[src/rtl/mem_arbiter.sv]
// mem_arbiter: round-robin arbiter sharing one synchronous RAM between an
// instruction-fetch port (I, read-only) and a data port (D, read/write).
//
// Ports:
//   clk, rst_n                        clock, asynchronous active-low reset
//   i_req/i_addr                      fetch request and byte address
//   i_ack/i_rdata/i_err               fetch completion strobe, read data, misalignment error
//   d_req/d_we/d_addr/d_wdata         data request, write enable, byte address, write data
//   d_ack/d_rdata/d_err               data completion strobe, read data, misalignment error
//   mem_cs/mem_oe/mem_we              RAM chip select, output enable, write enable
//   mem_addr/mem_din                  RAM address and write data
//   mem_dout                          RAM read data (registered inside the RAM)
//
// Each transaction is IDLE -> ISSUE -> DONE; every output is decoded from
// registered state, so the request inputs never reach the outputs combinationally.
module mem_arbiter #(
    parameter bit ALIGN_CHECK = 1'b1
) (
    input  logic        clk,
    input  logic        rst_n,
    input  logic        i_req,
    input  logic [31:0] i_addr,
    output logic        i_ack,
    output logic [31:0] i_rdata,
    output logic        i_err,
    input  logic        d_req,
    input  logic        d_we,
    input  logic [31:0] d_addr,
    input  logic [31:0] d_wdata,
    output logic        d_ack,
    output logic [31:0] d_rdata,
    output logic        d_err,
    output logic        mem_cs,
    output logic        mem_oe,
    output logic        mem_we,
    output logic [31:0] mem_addr,
    output logic [31:0] mem_din,
    input  logic [31:0] mem_dout
);
    typedef enum logic [1:0] {IDLE, ISSUE, DONE} state_t;

    state_t      state_q, state_d;
    logic        owner_q, owner_d;
    logic        last_q, last_d;
    logic        we_q, we_d;
    logic [31:0] addr_q, addr_d;
    logic [31:0] wdata_q, wdata_d;
    logic        start, grant, mis, issue, done;
    logic [31:0] rd;

    // Owner and last_grant encoding: 0 = port I, 1 = port D.
    // On a tie the port that did not win last time is granted.
    assign start = (state_q == IDLE) && (i_req || d_req);
    assign grant = (i_req && d_req) ? ~last_q : d_req;

    always_comb begin
        state_d = (state_q == IDLE) ? (start ? ISSUE : IDLE) :
                  (state_q == ISSUE) ? DONE : IDLE;
        owner_d = start ? grant : owner_q;
        last_d  = start ? grant : last_q;
        we_d    = start ? (grant & d_we) : we_q;
        addr_d  = start ? (grant ? d_addr : i_addr) : addr_q;
        wdata_d = start ? (grant ? d_wdata : 32'd0) : wdata_q;
    end

    always_ff @(posedge clk or negedge rst_n) begin
        if (!rst_n) begin
            state_q <= IDLE;
            owner_q <= 1'b0;
            last_q  <= 1'b0;
            we_q    <= 1'b0;
            addr_q  <= 32'd0;
            wdata_q <= 32'd0;
        end else begin
            state_q <= state_d;
            owner_q <= owner_d;
            last_q  <= last_d;
            we_q    <= we_d;
            addr_q  <= addr_d;
            wdata_q <= wdata_d;
        end
    end

    assign mis   = ALIGN_CHECK && (addr_q[1:0] != 2'b00);
    assign issue = (state_q == ISSUE);
    assign done  = (state_q == DONE);

    // A misaligned access is suppressed at the RAM but still completes with err.
    assign mem_cs   = issue & ~mis;
    assign mem_oe   = mem_cs & ~we_q;
    assign mem_we   = mem_cs & we_q;
    assign mem_addr = issue ? addr_q : 32'd0;
    assign mem_din  = issue ? wdata_q : 32'd0;

    assign rd = (done && !we_q && !mis) ? mem_dout : 32'd0;

    assign i_ack   = done & ~owner_q;
    assign i_err   = i_ack & mis;
    assign i_rdata = owner_q ? 32'd0 : rd;
    assign d_ack   = done & owner_q;
    assign d_err   = d_ack & mis;
    assign d_rdata = owner_q ? rd : 32'd0;
endmodule
[config.mk]
export PLATFORM = sky130hd
export DESIGN_NAME = mem_arbiter
export DESIGN_NICKNAME = d
export VERILOG_FILES = /design/src/rtl/mem_arbiter.sv
export SDC_FILE = /design/constraint.sdc
export NUM_CORES = 1
export LEC_CHECK = 0
export CAP_MARGIN = 20
export CORE_AREA = 2 2 105 107
export CTS_BUF_LIST = sky130_fd_sc_hd__clkbuf_8
export DETAILED_ROUTE_END_ITERATION = 10
export DIE_AREA = 0 0 107 109
export PLACE_DENSITY = 0.93
export SYNTH_ARGS = -nofsm -noshare
export SYNTH_HDL_FRONTEND = slang
export SYNTH_SLANG_ARGS = --single-unit
[constraint.sdc]
create_clock -name clk -period 4.8 [get_ports clk]
set_clock_uncertainty 0.2 [all_clocks]
set_input_delay 0.72 -clock clk [delete_from_list [all_inputs] [get_ports clk]]
set_output_delay 0.72 -clock clk [all_outputs]
set_load 0.02 [all_outputs]
**Yosys cells after proc, flatten, opt, wreduce, memory -nomap -nowiden**

Cells that the tools add are included.

- Word-level logic and storage cells: 38
- Register bits after elaboration: 68
- Input port bits: 133

- Multiplexer cells: 11
- Reductions and logical operators: 9
- Equal/unequal tests: 2
- Bitwise operators: 11

Operators with widths:

| operator | number |
|---|---|
| two-way mux 32 bit | 7 |
| bitwise AND 1 bit | 8 |
| logical AND 1 bit | 4 |
| two-way mux 2 bit | 2 |
| inverter 1 bit | 3 |
| equality test 2 x 1 -> 1 bit (second input constant) | 1 |
| equality test 2 bit (second input constant) | 1 |
| zero test 1 bit | 2 |
| zero test 2 bit | 1 |
| two-way mux 1 bit | 2 |
| nonzero test 2 bit | 1 |
| logical OR 1 bit | 1 |

**Depth between registers and ports, before layout**

- Word-level depth: 5
- Depth in mapped cells: 5

**Worst setup path before layout**

Ideal clock, no wire load.

- Path type: flip-flop to output port
- Start point: register state_q[0]
- End point: output i_rdata[0]
- Stages on the path, launching flop included: 5
- Data required time: 3.880 ns
- Slack: 2.455 ns
- Arrival: 1.425 ns
- Cells stage by stage: dfrtp_1 or3b_4 nor4_4 clkbuf_2 and2_1

- Longest elaborated chain between the ends: 5

Ends and longest elaborated chain:

| element | line | text |
|---|---|---|
| start, declared | 42 | `state_t state_q, state_d;` |
| start signal, assigned | 75 | `state_q <= state_d;` |
| equality test 2 bit | 86 | `assign done = (state_q == DONE);` |
| logical AND 1 bit (2 in a row) | 95 | `assign rd = (done && !we_q && !mis) ? mem_dout : 32'd0;` |
| two-way mux 32 bit | 95 |  |
| two-way mux 32 bit | 99 | `assign i_rdata = owner_q ? 32'd0 : rd;` |
| end, declared | 24 | `output logic [31:0] i_rdata,` |

No other way between the ends.

**Final worst setup path**

- Start point: register state_q[1]
- End point: output mem_addr[7]

- Longest elaborated chain between the ends: 2

Ends and longest elaborated chain:

| element | line | text |
|---|---|---|
| equality test 2 x 1 -> 1 bit | 85 | `assign issue = (state_q == ISSUE);` |
| two-way mux 32 bit | 92 | `assign mem_addr = issue ? addr_q : 32'd0;` |
| end, declared | 36 | `output logic [31:0] mem_addr,` |

No other way between the ends.

==> metrics <==
nets 731; clock latency on the worst-skew pair 320 ps; DRT iter0 DRCs 182; Syn Std Cell Area 0.003766 mm²; CTS root buffer clkbuf_8; outcome complete, no violations; cell family with the largest share of critical-path delay buffers and inverters; area leader, netlist dfrtp_1; CTS max path bufs 2; LEAKAGE 2.786 nW; Sum Neg Setup Slack 0 ps; Synth warnings 0; Max stage delay on crit path 630 ps; Mapped Cells 339; top cell type's share of synthesized area 0.4518; # hold bufs at CTS 0; num ports 268; syn_nets 472; crit path time final 3661 ps; Compound-Gate Fraction of Synth Area 0.08405; Max-Cap Viols 0; initial antenna violation count 0; crit-path cells nand2b_1, inv_1, buf_4, and2_1, clkdlybuf4s50_1; switching fraction of total power 0.3691; Post-CTS Resized 0; fin. max-slew vios 0; routability cong. 0.8733; Synth Flop Type dfrtp_1; mux share of post-synthesis cell area 0.1914; worst r2r src last_q; CTS tree yes; Peak supply drop 0.2634 mV; FF-to-FF setup slack 2830 ps; pwr/cell area 472.1 mW/mm²; port bufs 267; P_sw 1.181 mW; DR vias 3,501; syn_area_per_cell 11.11 µm²; Seq pwr share 0.320; Power Internal 2.019 mW; period utilisation layout 0.7626; Final Setup Violations 0; Routed WL per cell 16.59 µm; critical path fanouts, max 36; Core Region 0.01060 mm²; hold depth 1; most frequent cells after synthesis 129 x and2_1, 68 x dfrtp_1, 64 x mux2_2; distinct cell type count after synthesis 21; die footprint 0.01166 mm²; Setup Crit Path Kind flop to primary output; clk sink count 68; post-route ant nets 0; Final WS setup 1139 ps; Layout Cells excl Fill 743; post-synthesis xor/xnor area fraction 0; hold path startpoint addr_q[9]; Comb pwr share 0.534; Overflow after GRT 0; placed cell count 724; post-synthesis sequential area ratio 0.4518; fraction of layout cells with a size suffix above 1 0.1559; largest net degree at the start of global routing 69; DRC violations left 0; measured slew at the worst slew-check pin 840.6 ps; cell row count 38; Post-CTS Repair Setup Buffers 0; synthesis-to-layout area growth 80.00%; Num CTS Buffers 9; Fillers 813; global-route wire length before repair 18,230 µm; async set or reset register ratio after synthesis 1.000; CP required 3880 ps; Final Hold Vio Count 0; slowest library cell on the worst path clkdlybuf4s50_1; fmax 0.2732 GHz; Post-Synth Simple-Gate Area 0.2385; Clock Power Share 0.146; RSZ-0062 raised after global routing no; chip height 109 µm; DP Worst Slack 1284 ps; Pre-antenna DRT Iters 4; Post-synth EDFFs 0; critical path capture point type primary output; antenna cells 0; DP Wirelength 9906 µm; largest family of logic cells by synthesized area simple AND/OR/NAND/NOR gates; Total GRT Usage 0.2035; width of the die 107 µm; relative slew slack 0.4396; Seq cells post-synth 68; most common cell in the netlist and2_1; clk slew on worst S/H paths 70 ps; vias in the first global route 3,637; Buf/Inv on CP 3; drt via density 4.712; Reg2Reg Depth 5; final WL 12,330 µm; total power 3.200 mW; RR Endpoint wdata_q[21]; worst path arrival time 2740 ps; Hold Path End addr_q[9]; H-tree Lvls 3; CP startpoint kind flop; Synth Area in Adders 0; Initial Util 0.3552; top post-synthesis cells by area dfrtp_1 45%, and2_1 21%, mux2_2 19%; class of the worst hold path flop to flop
[flip-flops by register name, summed over array words and instances (netlist names)]
register	flops
last_q	1
state_q	2
we_q	1
addr_q	32
wdata_q	32
[layer usage]
layer / routed length [µm] / track usage / up-vias
met3: 901 / 0.05559 / 27
met1: 4406 / 0.2116 / 1637
met4: 383 / 0.09276 / 0
met5: 0 / 0 / -
li1: - / - / 1665
met2: 6636 / 0.3813 / 172
[stage by stage]
| step | cell area (µm²) | util | hold WS, ps |
|---|---|---|---|
| after global routing | 6779 | 0.6394 | 308.4 |
| after detailed placement | 6541 | 0.6169 | 282.9 |
| after floorplan | 3766 | - | 224.4 |
| after global placement | 6541 | 0.6169 | 281.4 |
| final | 6779 | 0.6394 | 299.6 |
| after CTS | 6741 | 0.6358 | 304.2 |
[worst reg2reg max path: cells and delay by family (launching register included)]
family	cells	cell delay [ps]
AO/OA/AOI/OAI	2	320
buffers and inverters	2	620
flip-flops	1	430
AND/OR/NAND/NOR	1	340
[layout by cell type (no fill, tap or decap)]
cell	n
nor4_1	1
clkdlybuf4s50_1	266
clkinv_4	1
a21o_1	1
inv_1	3
buf_6	2
or3b_4	1
inv_2	1
nand3b_1	1
buf_4	4
a22o_1	33
clkinv_2	3
and2_1	129
inv_6	1
buf_2	1
nor2_1	4
mux2_2	64
bufinv_16	1
clkbuf_8	10
dfrtp_1	68
a21boi_4	1
o21ai_2	1
nand2b_1	1
and3_1	1
nor3_1	1
buf_8	1
nor4_4	2
[power groups by stage]
stage               clock, mW  combinational, mW  sequential (mW)
floorplan                   0               1.04            0.970
global placement            0               1.67             1.02
detailed placement          0               1.72             1.03
CTS                     0.484               1.72             1.03
global route            0.514               1.83             1.06
finish                  0.468               1.71             1.02
[cells by family (layout without fill, tap and decap cells)]
logic type,after synthesis,count (layout)
AOI/OAI and AO/OA,36,36
muxes,64,64
buffers and inverters,30,294
DFF,68,68
and+or+nand+nor,141,141
[layout make-up]
cell class                 instances  area (µm²)  area share
clock inverter                     6       62.56    0.009228
clock buffer                      10       137.6     0.02030
multi-input combinational        241        1952      0.2879
sequential                        68        1702      0.2510
timing repair buffer             274        2735      0.4035
tap                              140       175.2     0.02584
inverter                           4       15.01    0.002215
[worst max-delay path by stage]
stage                             end       start  cells after the start
final                     mem_addr[7]  state_q[1]                      5
after global routing      mem_addr[7]  state_q[1]                      5
after CTS                  i_rdata[0]      last_q                      4
after detailed placement   i_rdata[0]      last_q                      4
after global placement     i_rdata[0]      last_q                      4
after floorplan            i_rdata[0]  state_q[0]                      4
No activity file was read; power rests on OpenSTA's default activity.
